<file path="config.mk">
export PLATFORM = sky130hd
export DESIGN_NAME = cpu_sequencer
export DESIGN_NICKNAME = d
export VERILOG_FILES = /design/src/rtl/cpu_sequencer.sv
export SDC_FILE = /design/constraint.sdc
export NUM_CORES = 1
export LEC_CHECK = 0
export CORE_MARGIN = 8
export CORE_UTILIZATION = 42
export DETAILED_ROUTE_END_ITERATION = 8
export GPL_TIMING_DRIVEN = 0
export PLACE_DENSITY = 0.72
export SLEW_MARGIN = 30
export SYNTH_ARGS = -nofsm -noshare
export SYNTH_HDL_FRONTEND = slang
export SYNTH_SLANG_ARGS = --single-unit
</file>
<file path="constraint.sdc">
create_clock -name clock -period 2.6 [get_ports clock]
set_input_delay 0.78 -clock clock [delete_from_list [all_inputs] [get_ports clock]]
set_output_delay 0.78 -clock clock [all_outputs]
set_load 0.01 [all_outputs]
</file>
<file path="src/rtl/cpu_sequencer.sv">
// ============================================================================
// Module  : cpu_sequencer
// Purpose : 8-phase fetch/execute strobe sequencer with program-loader mode.
//           Optional single-step support when SEQ_SINGLE_STEP_EN is defined.
// Revision: 1.0
// ============================================================================
`default_nettype none

module cpu_sequencer #(
  parameter int ADDR_W = 5,
  parameter int OPC_W  = 3
) (
  input  logic              clock,
  input  logic              reset,
  input  logic              load,
  input  logic [OPC_W-1:0]  opcode,
  input  logic              zero,
`ifdef SEQ_SINGLE_STEP_EN
  input  logic              step,
`endif
  output logic              sel,
  output logic              rd,
  output logic              wr,
  output logic              ld_ir,
  output logic              ld_ac,
  output logic              inc_pc,
  output logic              ld_pc,
  output logic              data_e,
  output logic              pc_clr,
  output logic              ld_wr,
  output logic [ADDR_W-1:0] ld_addr,
  output logic              halted,
  output logic [2:0]        phase
);

  localparam logic [OPC_W-1:0] OP_HLT = OPC_W'(0);
  localparam logic [OPC_W-1:0] OP_SKZ = OPC_W'(1);
  localparam logic [OPC_W-1:0] OP_ADD = OPC_W'(2);
  localparam logic [OPC_W-1:0] OP_AND = OPC_W'(3);
  localparam logic [OPC_W-1:0] OP_XOR = OPC_W'(4);
  localparam logic [OPC_W-1:0] OP_LDA = OPC_W'(5);
  localparam logic [OPC_W-1:0] OP_STO = OPC_W'(6);
  localparam logic [OPC_W-1:0] OP_JMP = OPC_W'(7);

`ifdef SEQ_SINGLE_STEP_EN
  typedef enum logic [2:0] {
    S_LOAD  = 3'd0,
    S_START = 3'd1,
    S_EXEC  = 3'd2,
    S_HALT  = 3'd3,
    S_PAUSE = 3'd4
  } state_t;
`else
  typedef enum logic [1:0] {
    S_LOAD  = 2'd0,
    S_START = 2'd1,
    S_EXEC  = 2'd2,
    S_HALT  = 2'd3
  } state_t;
`endif

  state_t            state_q, state_d;
  logic [2:0]        phase_q, phase_d;
  logic [ADDR_W-1:0] addr_q, addr_d;

  logic alu_op, is_sto, is_jmp, is_skz;

  always_ff @(posedge clock or negedge reset) begin
    if (!reset) begin
      state_q <= S_START;
      phase_q <= 3'd0;
      addr_q  <= '0;
    end else begin
      state_q <= state_d;
      phase_q <= phase_d;
      addr_q  <= addr_d;
    end
  end

  always_comb begin
    state_d = state_q;
    phase_d = phase_q;
    addr_d  = addr_q;
    sel     = 1'b0;
    rd      = 1'b0;
    wr      = 1'b0;
    ld_ir   = 1'b0;
    ld_ac   = 1'b0;
    inc_pc  = 1'b0;
    ld_pc   = 1'b0;
    data_e  = 1'b0;
    pc_clr  = 1'b0;
    ld_wr   = 1'b0;
    halted  = 1'b0;

    alu_op = (opcode == OP_ADD) || (opcode == OP_AND) ||
             (opcode == OP_XOR) || (opcode == OP_LDA);
    is_sto = (opcode == OP_STO);
    is_jmp = (opcode == OP_JMP);
    is_skz = (opcode == OP_SKZ);

    // Load preempts everything, including a half-finished instruction.
    if (load) begin
      state_d = S_LOAD;
      phase_d = 3'd0;
      addr_d  = (state_q == S_LOAD) ? addr_q + ADDR_W'(1) : '0;
    end else begin
      case (state_q)
        S_LOAD: begin
          state_d = S_START;
          addr_d  = '0;
        end
        S_START: begin
          state_d = S_EXEC;
          phase_d = 3'd0;
        end
        S_EXEC: begin
          if (phase_q == 3'd4 && opcode == OP_HLT) begin
            state_d = S_HALT;
            phase_d = 3'd0;
          end else if (phase_q == 3'd7) begin
`ifdef SEQ_SINGLE_STEP_EN
            state_d = S_PAUSE;
`endif
            phase_d = 3'd0;
          end else begin
            phase_d = phase_q + 3'd1;
          end
        end
`ifdef SEQ_SINGLE_STEP_EN
        S_PAUSE: begin
          if (step) begin
            state_d = S_EXEC;
            phase_d = 3'd0;
          end
        end
`endif
        default: ;
      endcase
    end

    // Strobes are held low while reset is asserted, even though the state reads START.
    if (reset) begin
      case (state_q)
        S_LOAD:  ld_wr  = 1'b1;
        S_START: pc_clr = 1'b1;
        S_HALT:  halted = 1'b1;
        S_EXEC: begin
          case (phase_q)
            3'd0: sel = 1'b1;
            3'd1: begin
              sel = 1'b1;
              rd  = 1'b1;
            end
            3'd2, 3'd3: begin
              sel   = 1'b1;
              rd    = 1'b1;
              ld_ir = 1'b1;
            end
            3'd4: inc_pc = 1'b1;
            3'd5: rd = alu_op;
            3'd6: begin
              rd     = alu_op;
              inc_pc = is_skz & zero;
              ld_pc  = is_jmp;
              data_e = is_sto;
            end
            default: begin
              rd     = alu_op;
              ld_ac  = alu_op;
              ld_pc  = is_jmp;
              wr     = is_sto;
              data_e = is_sto;
            end
          endcase
        end
        default: ;
      endcase
    end
  end

  assign ld_addr = addr_q;
  assign phase   = phase_q;

endmodule

`default_nettype wire

</file>
==> flow_metrics.py, run 1 <==
metrics = {
    "placed_design": {
        "hpwlAfterDp_mm": 1.44,
        "gp_congestion": 0.783,
        "port_buffers": 22,
        "placed_area_um2": 1100,
        "place_inst": 143,
    },
    "clock_network": {
        "tritoncts": "built",
        "cts.sinks": 10,
        "cts_hold_buf": 0,
        "cts_inserted_buffers": 3,
        "clockBufferDepth": 2,
        "htreeDepth": 1,
        "clock_latency_ns": 0.27,
        "clkTransAtPathRegs_ns": 0.07,
        "cts-root-buf": "clkbuf_4",
    },
    "logic_synthesis": {
        "ys_types": 34,
        "yosysSeqAreaShare_pct": 29.7,
        "synth-seq-cells": 10,
        "syn-num-nets": 113,
        "syn_avg_cell_area_um2": 9.00,
        "netlist_area_um2": 846,
        "syn_inst": 94,
        "yosys_warnings": 0,
    },
    "timing": {
        "fin_crit_sh_pct": 99.5,
        "fin_setup_tns_ns": 0,
        "fin_crit_ns": 2.59,
        "clock_skew_ns": 0.00414,
        "timing.fmax_ghz": 0.386,
        "worst_pin_slew_ns": 0.330,
        "whs_ns": 0.307,
        "rsz0062_at_grt": "yes",
        "setup_viol": 0,
        "finalMaxSlewViolations": 0,
        "relSlewSlack_pct": 77.7,
        "hold_viol_final": 0,
    },
    "critical_path": {
        "r2r_cells": 5,
        "r2r_start": "phase[0]",
        "crit_type": "flip-flop to output pin",
        "required_ns": 1.82,
        "crit_path_max_fanout": 7,
        "start_kind": "flip-flop",
        "endpoint_kind": "output pin",
        "crit_arrival_ns": 1.81,
        "rrSetupSlack_ns": 1.05,
        "reg2reg_to": "state_q[0]",
    },
    "global_routing": {
        "grt_max_degree": 16,
        "grt_pass1_wl_mm": 3.26,
        "antenna_found_initial": 0,
        "grt_pass1_vias": 739,
        "grt_remaining_overflow": 0,
        "grtUsageTotal_pct": 11.5,
    },
    "power": {
        "p_per_area_nw_per_um2": 652,
        "power_w": 0.000839,
        "p_leak_nw": 0.578,
        "ir_drop_v": 0.000586,
    },
    "routing": {
        "first_pass_iters": 4,
        "drtIter0Drc": 13,
        "postRouteAntennaNets": 0,
        "vias": 813,
        "drc_errors": 0,
        "viasPerCell": 5.31,
        "wl_per_cell_um": 14.8,
        "routed_wl_mm": 2.26,
    },
    "hold_path": {
        "hold_path.class": "input pin to asynchronous set/reset pin",
    },
    "floorplan": {
        "core_region_area_um2": 1920,
        "io_pins": 26,
        "die_x_um": 60.9,
        "die_h_um": 60.9,
        "start_util_pct": 44.0,
        "fp.dieArea_um2": 3710,
        "rows": 16,
    },
    "layout": {
        "area_delta_synth_final_pct": 52.1,
        "fillCellCount": 165,
        "diodes": 0,
        "seqCellArea_um2": 253,
        "layout-drive-gt1-share_pct": 35.7,
        "multi_input_area_um2": 667,
        "final_cells": 153,
        "fin_nets": 146,
        "final_area_um2": 1290,
    },
    "run_status": {
        "outcome": "finished, final reports clean",
    },
    "flow_run": {
        "drv_cap": 0,
    },
}
[cell usage after synthesis, drive strengths merged]
library cell	number	share of area [%]
nand2b	2	1.5
o21ba	1	1.2
nand3	3	1.8
a22o	1	1.0
nor3b	2	1.8
o311a	1	1.2
dfrtp	9	27
or3	1	0.74
nor3	2	1.2
ha	12	18
o31ai	2	1.8
o21bai	1	0.89
a21oi	4	2.4
and3	1	0.74
mux2i	1	1.2
and4bb	1	1.5
or3b	1	1.0
inv	7	3.1
buf	4	2.4
nor2	9	4.0
o311ai	1	1.0
a2111oi	2	3.6
and2	3	2.2
nor4b	1	1.0
o22ai	2	1.5
nand3b	1	2.4
a41oi	1	1.0
xnor2	2	2.1
nor4	1	0.74
dfstp	1	3.1
o21ai	3	1.8
xor2	1	1.0
nand2	9	4.0
a22oi	1	0.89
[cell usage in the layout (no fill, tap or decap), drive strengths merged]
cell type and n:
nand2 9, clkdlybuf4s50 10, a21oi 4, nand2b 2, nor4 1, clkbuf 4
o21ai 3, or3 1, and3 1, dfrtp 9, mux2i 1, nor2 9
o31ai 2, a22o 1, o21ba 1, nand3 3, a22oi 1, or3b 1
xnor2 2, o311ai 1, dlymetal6s2s 1, o311a 1, buf 15, a2111oi 2
and2 3, xor2 1, nand3b 1, a41oi 1, dlygate4sd2 6, inv 7
o21bai 1, nor3 2, and4bb 1, nor4b 1, nor3b 2, o22ai 2
ha 12, dfstp 1
[area by class of cell]
cell class	instances	area share, %
Buffer	4	2.04
Clock buffer	4	2.82
Inverter	7	2.24
Multi-Input combinational cell	73	51.8
Sequential cell	10	19.6
Tap cell	27	2.63
Timing Repair Buffer	28	18.8
[how the worst max path moves through the flow]
stage,from,to,slack [ns]
2_1_floorplan,phase[0],ld_pc,0.20
3_3_place_gp,reset,ld_pc,-1.17
3_5_place_dp,reset,ld_pc,-1.17
4_1_cts,state_q[0],ld_pc,-0.05
5_1_grt,phase[1],sel,-0.03
6_report,phase[1],sel,0.01
[registers in the layout, summed over array words and instances (netlist names)]
register  count
ld_addr       5
phase         3
state_q       2
[layer usage]
metal | wire length (um) | GRT usage (%) | vias up
met5 | 0 | 0 | -
met4 | 21 | 3.99 | 0
met3 | 126 | 4.24 | 5
met2 | 1100 | 18.3 | 20
met1 | 1010 | 13.9 | 393
li1 | - | - | 395
[cells by family (layout without fill, tap and decap cells)]
| logic type | count (synthesis) | after routing | share of synthesized area, % |
|---|---|---|---|
| compound gates | 20 | 20 | 18.2 |
| mux | 1 | 1 | 1.18 |
| xor+xnor | 3 | 3 | 3.11 |
| simple gates | 37 | 37 | 24.6 |
| fa+ha+maj | 12 | 12 | 17.8 |
| buf+inv | 11 | 43 | 5.47 |
| flops | 10 | 10 | 29.7 |
[critical path, stage by stage (launching register included)]
cell	delay (ns)
dfrtp_1	0.40
buf_4	0.15
ha_4	0.19
or3_4	0.34
a21oi_2	0.13
nor2_1	0.05
dlygate4sd2_1	0.28
[where the power goes]
part / switching, W / internal, W / leakage (nW)
clock: 0.0000560 / 0.0000852 / 0.0210
sequential: 0.0000393 / 0.000194 / 0.132
combinational: 0.000234 / 0.000231 / 0.425
total: 0.000329 / 0.000510 / 0.578
[metrics by stage]
stage / setup slack [ns] / util (%)
finish: 0.0122 / 66.9
CTS: -0.0501 / 62.6
detailed placement: -1.17 / 57.2
floorplan: 0.202 / -
global route: -0.0252 / 66.9
global placement: -1.17 / 57.2
[what timing repair did]
action                                  CTS  global route
resized for setup                        44            17
endpoints found under the setup margin   11             8
buffers inserted                          4             2
pin swaps                                 0             3
endpoints found under the hold margin     0             0
(Power assumes the default switching activity.)
==> inputs of run 2 (changes only) <==
--- a/config.mk
+++ b/config.mk
@@ -8,6 +8,6 @@
 export CORE_MARGIN = 8
-export CORE_UTILIZATION = 42
+export CORE_UTILIZATION = 45
 export DETAILED_ROUTE_END_ITERATION = 8
 export GPL_TIMING_DRIVEN = 0
-export PLACE_DENSITY = 0.72
+export PLACE_DENSITY = 0.76
 export SLEW_MARGIN = 30
--- a/constraint.sdc
+++ b/constraint.sdc
@@ -3,2 +3,2 @@
 set_output_delay 0.78 -clock clock [all_outputs]
-set_load 0.01 [all_outputs]
+set_load 0.05 [all_outputs]
==> run 2 against run 1 <==
Compared with the run above:
- the run now ends with setup timing left
- first-iteration DRC count shrank 54%
- clock skew is 0.0023 ns lower
- core utilization up 5.8 points
- sequential share of layout area rose by 0.47 points
- setup slack worse by 0.036 ns
- wire length decreased by 3.4%
- largest power group unchanged
==> flow_metrics.py, run 2 (same netlist as run 1, synthesis figures left out) <==
metrics = {
    "timing": {
        "fin_setup_tns_ns": -0.0457,
        "hold_viol_final": 0,
        "layout_setup_ws_ns": -0.0234,
        "whs_ns": 0.346,
        "relSlewSlack_pct": 66.2,
        "clock_skew_ns": 0.00180,
        "setup_viol": 2,
        "worst_pin_slew_ns": 0.506,
        "timing.fmax_ghz": 0.381,
        "finalMaxSlewViolations": 0,
        "rsz0062_at_grt": "yes",
        "fin_crit_sh_pct": 101,
        "fin_crit_ns": 2.62,
    },
    "clock_network": {
        "cts-root-buf": "clkbuf_4",
        "htreeDepth": 1,
        "tritoncts": "built",
        "clock_latency_ns": 0.26,
        "cts_inserted_buffers": 3,
        "cts_hold_buf": 0,
        "clockBufferDepth": 2,
        "cts.sinks": 10,
        "clkTransAtPathRegs_ns": 0.06,
    },
    "run_status": {
        "outcome": "finished with violations",
        "violations": "setup timing",
    },
    "critical_path": {
        "r2r_start": "phase[0]",
        "rrSetupSlack_ns": 0.89,
        "crit_arrival_ns": 1.84,
        "crit_type": "input pin to output pin",
        "crit_path_max_fanout": 8,
        "start_kind": "input pin",
        "crit_end": "rd",
        "reg2reg_to": "state_q[0]",
        "cp-startpoint": "opcode[2]",
        "r2r_cells": 6,
        "endpoint_kind": "output pin",
        "required_ns": 1.82,
    },
    "floorplan": {
        "core_region_area_um2": 1750,
        "die_x_um": 59.4,
        "rows": 15,
        "fp.dieArea_um2": 3520,
        "io_pins": 26,
        "die_h_um": 59.4,
        "start_util_pct": 48.5,
    },
    "routing": {
        "routed_wl_mm": 2.18,
        "first_pass_iters": 4,
        "drtIter0Drc": 6,
        "viasPerCell": 5.30,
        "wl_per_cell_um": 14.6,
        "vias": 789,
        "postRouteAntennaNets": 0,
        "drc_errors": 0,
    },
    "global_routing": {
        "grt.met3_usage_pct": 5.64,
        "antenna_found_initial": 0,
        "grt_pass1_vias": 788,
        "grt_remaining_overflow": 0,
        "use_met2_pct": 23.0,
        "grtUsageTotal_pct": 13.7,
        "met1_usage_pct": 15.8,
        "grt_max_degree": 16,
        "top_usage_layer": "met2",
        "grt_pass1_wl_mm": 3.77,
    },
    "power": {
        "p_leak_nw": 0.534,
        "ir_drop_v": 0.000726,
        "p_per_area_nw_per_um2": 710,
    },
    "hold_path": {
        "hold_path.class": "input pin to asynchronous set/reset pin",
    },
    "layout": {
        "area_delta_synth_final_pct": 50.0,
        "final_cells": 149,
        "largest_reg_flops": 5,
        "layout_common_cells": "9 x nand2_1, 9 x clkdlybuf4s50_1, 7 x buf_2, 7 x nor2_1, 7 x ha_1",
        "fillCellCount": 137,
        "fin_nets": 144,
        "layout-drive-gt1-share_pct": 38.7,
        "diodes": 0,
    },
    "placed_design": {
        "place_inst": 141,
        "hpwlAfterDp_mm": 1.60,
        "port_buffers": 22,
        "gp_congestion": 0.757,
    },
    "flow_run": {
        "drv_cap": 0,
    },
}
## run 2: changes by cell type in the layout (fill, tap and decap cells not counted), sizes merged
cell           previous run  this run
dlygate4sd2               6         2
clkdlybuf4s50            10         9
dlymetal6s2s              1         0
clkbuf                    4         6
buf                      15        17
## run 2: stage by stage
step / cell area [um2] / power [W] / setup WS, ns / util (%)
CTS: 1260 / 0.000891 / -0.120 / 72.2
detailed placement: 1190 / 0.000730 / -1.41 / 68.3
floorplan: 941 / 0.000597 / -0.0859 / -
global route: 1270 / 0.000971 / -0.119 / 72.7
finish: 1270 / 0.000901 / -0.0234 / 72.7
global placement: 1190 / 0.000721 / -1.39 / 68.3
## run 2: timing repair
item / CTS / global route
pin swaps: 4 / 3
setup endpoints to repair: 11 / 9
setup buffers: 3 / 1
resized for setup: 68 / 4
cloned: 0 / 0
## run 2: routing by layer
metal | part of all wire [%] | up-vias | wire length, um
met5 | 0 | - | 0
met4 | 0.82 | 0 | 18
met3 | 6.8 | 2 | 149
met2 | 50 | 16 | 1100
met1 | 42 | 379 | 916
li1 | - | 392 | -
## run 2: final cells by class
cell class                      count  area [um2]  area share, %
Timing Repair Buffer               26         220           17.4
Buffer                              4        26.3           2.07
Inverter                            7        28.8           2.27
Sequential cell                    10         255           20.1
Tap cell                           25        31.3           2.47
Clock buffer                        4        36.3           2.86
Multi-Input combinational cell     73         671           52.9
## run 2: power by group
| part | internal, W | switching [W] | leakage (nW) |
|---|---|---|---|
| clock network | 0.0000850 | 0.0000516 | 0.0210 |
| registers | 0.000194 | 0.0000389 | 0.129 |
| logic | 0.000202 | 0.000329 | 0.384 |
| total | 0.000481 | 0.000420 | 0.534 |
## run 2: how the worst min path moves through the flow
stage	startpoint	to	slack, ns	cells past startpoint
finish	reset	phase[1]	0.35	1
global route	reset	ld_addr[3]	0.34	1
CTS	reset	ld_addr[4]	0.34	1
detailed placement	ld_addr[1]	ld_addr[1]	0.52	2
global placement	ld_addr[1]	ld_addr[1]	0.51	2
floorplan	reset	ld_addr[0]	0.48	0
## run 2: worst max-delay path, stage by stage
cell	delay, ns
buf_2	0.16
xnor2_1	0.35
o22ai_1	0.14
o21ba_2	0.21
buf_2	0.21
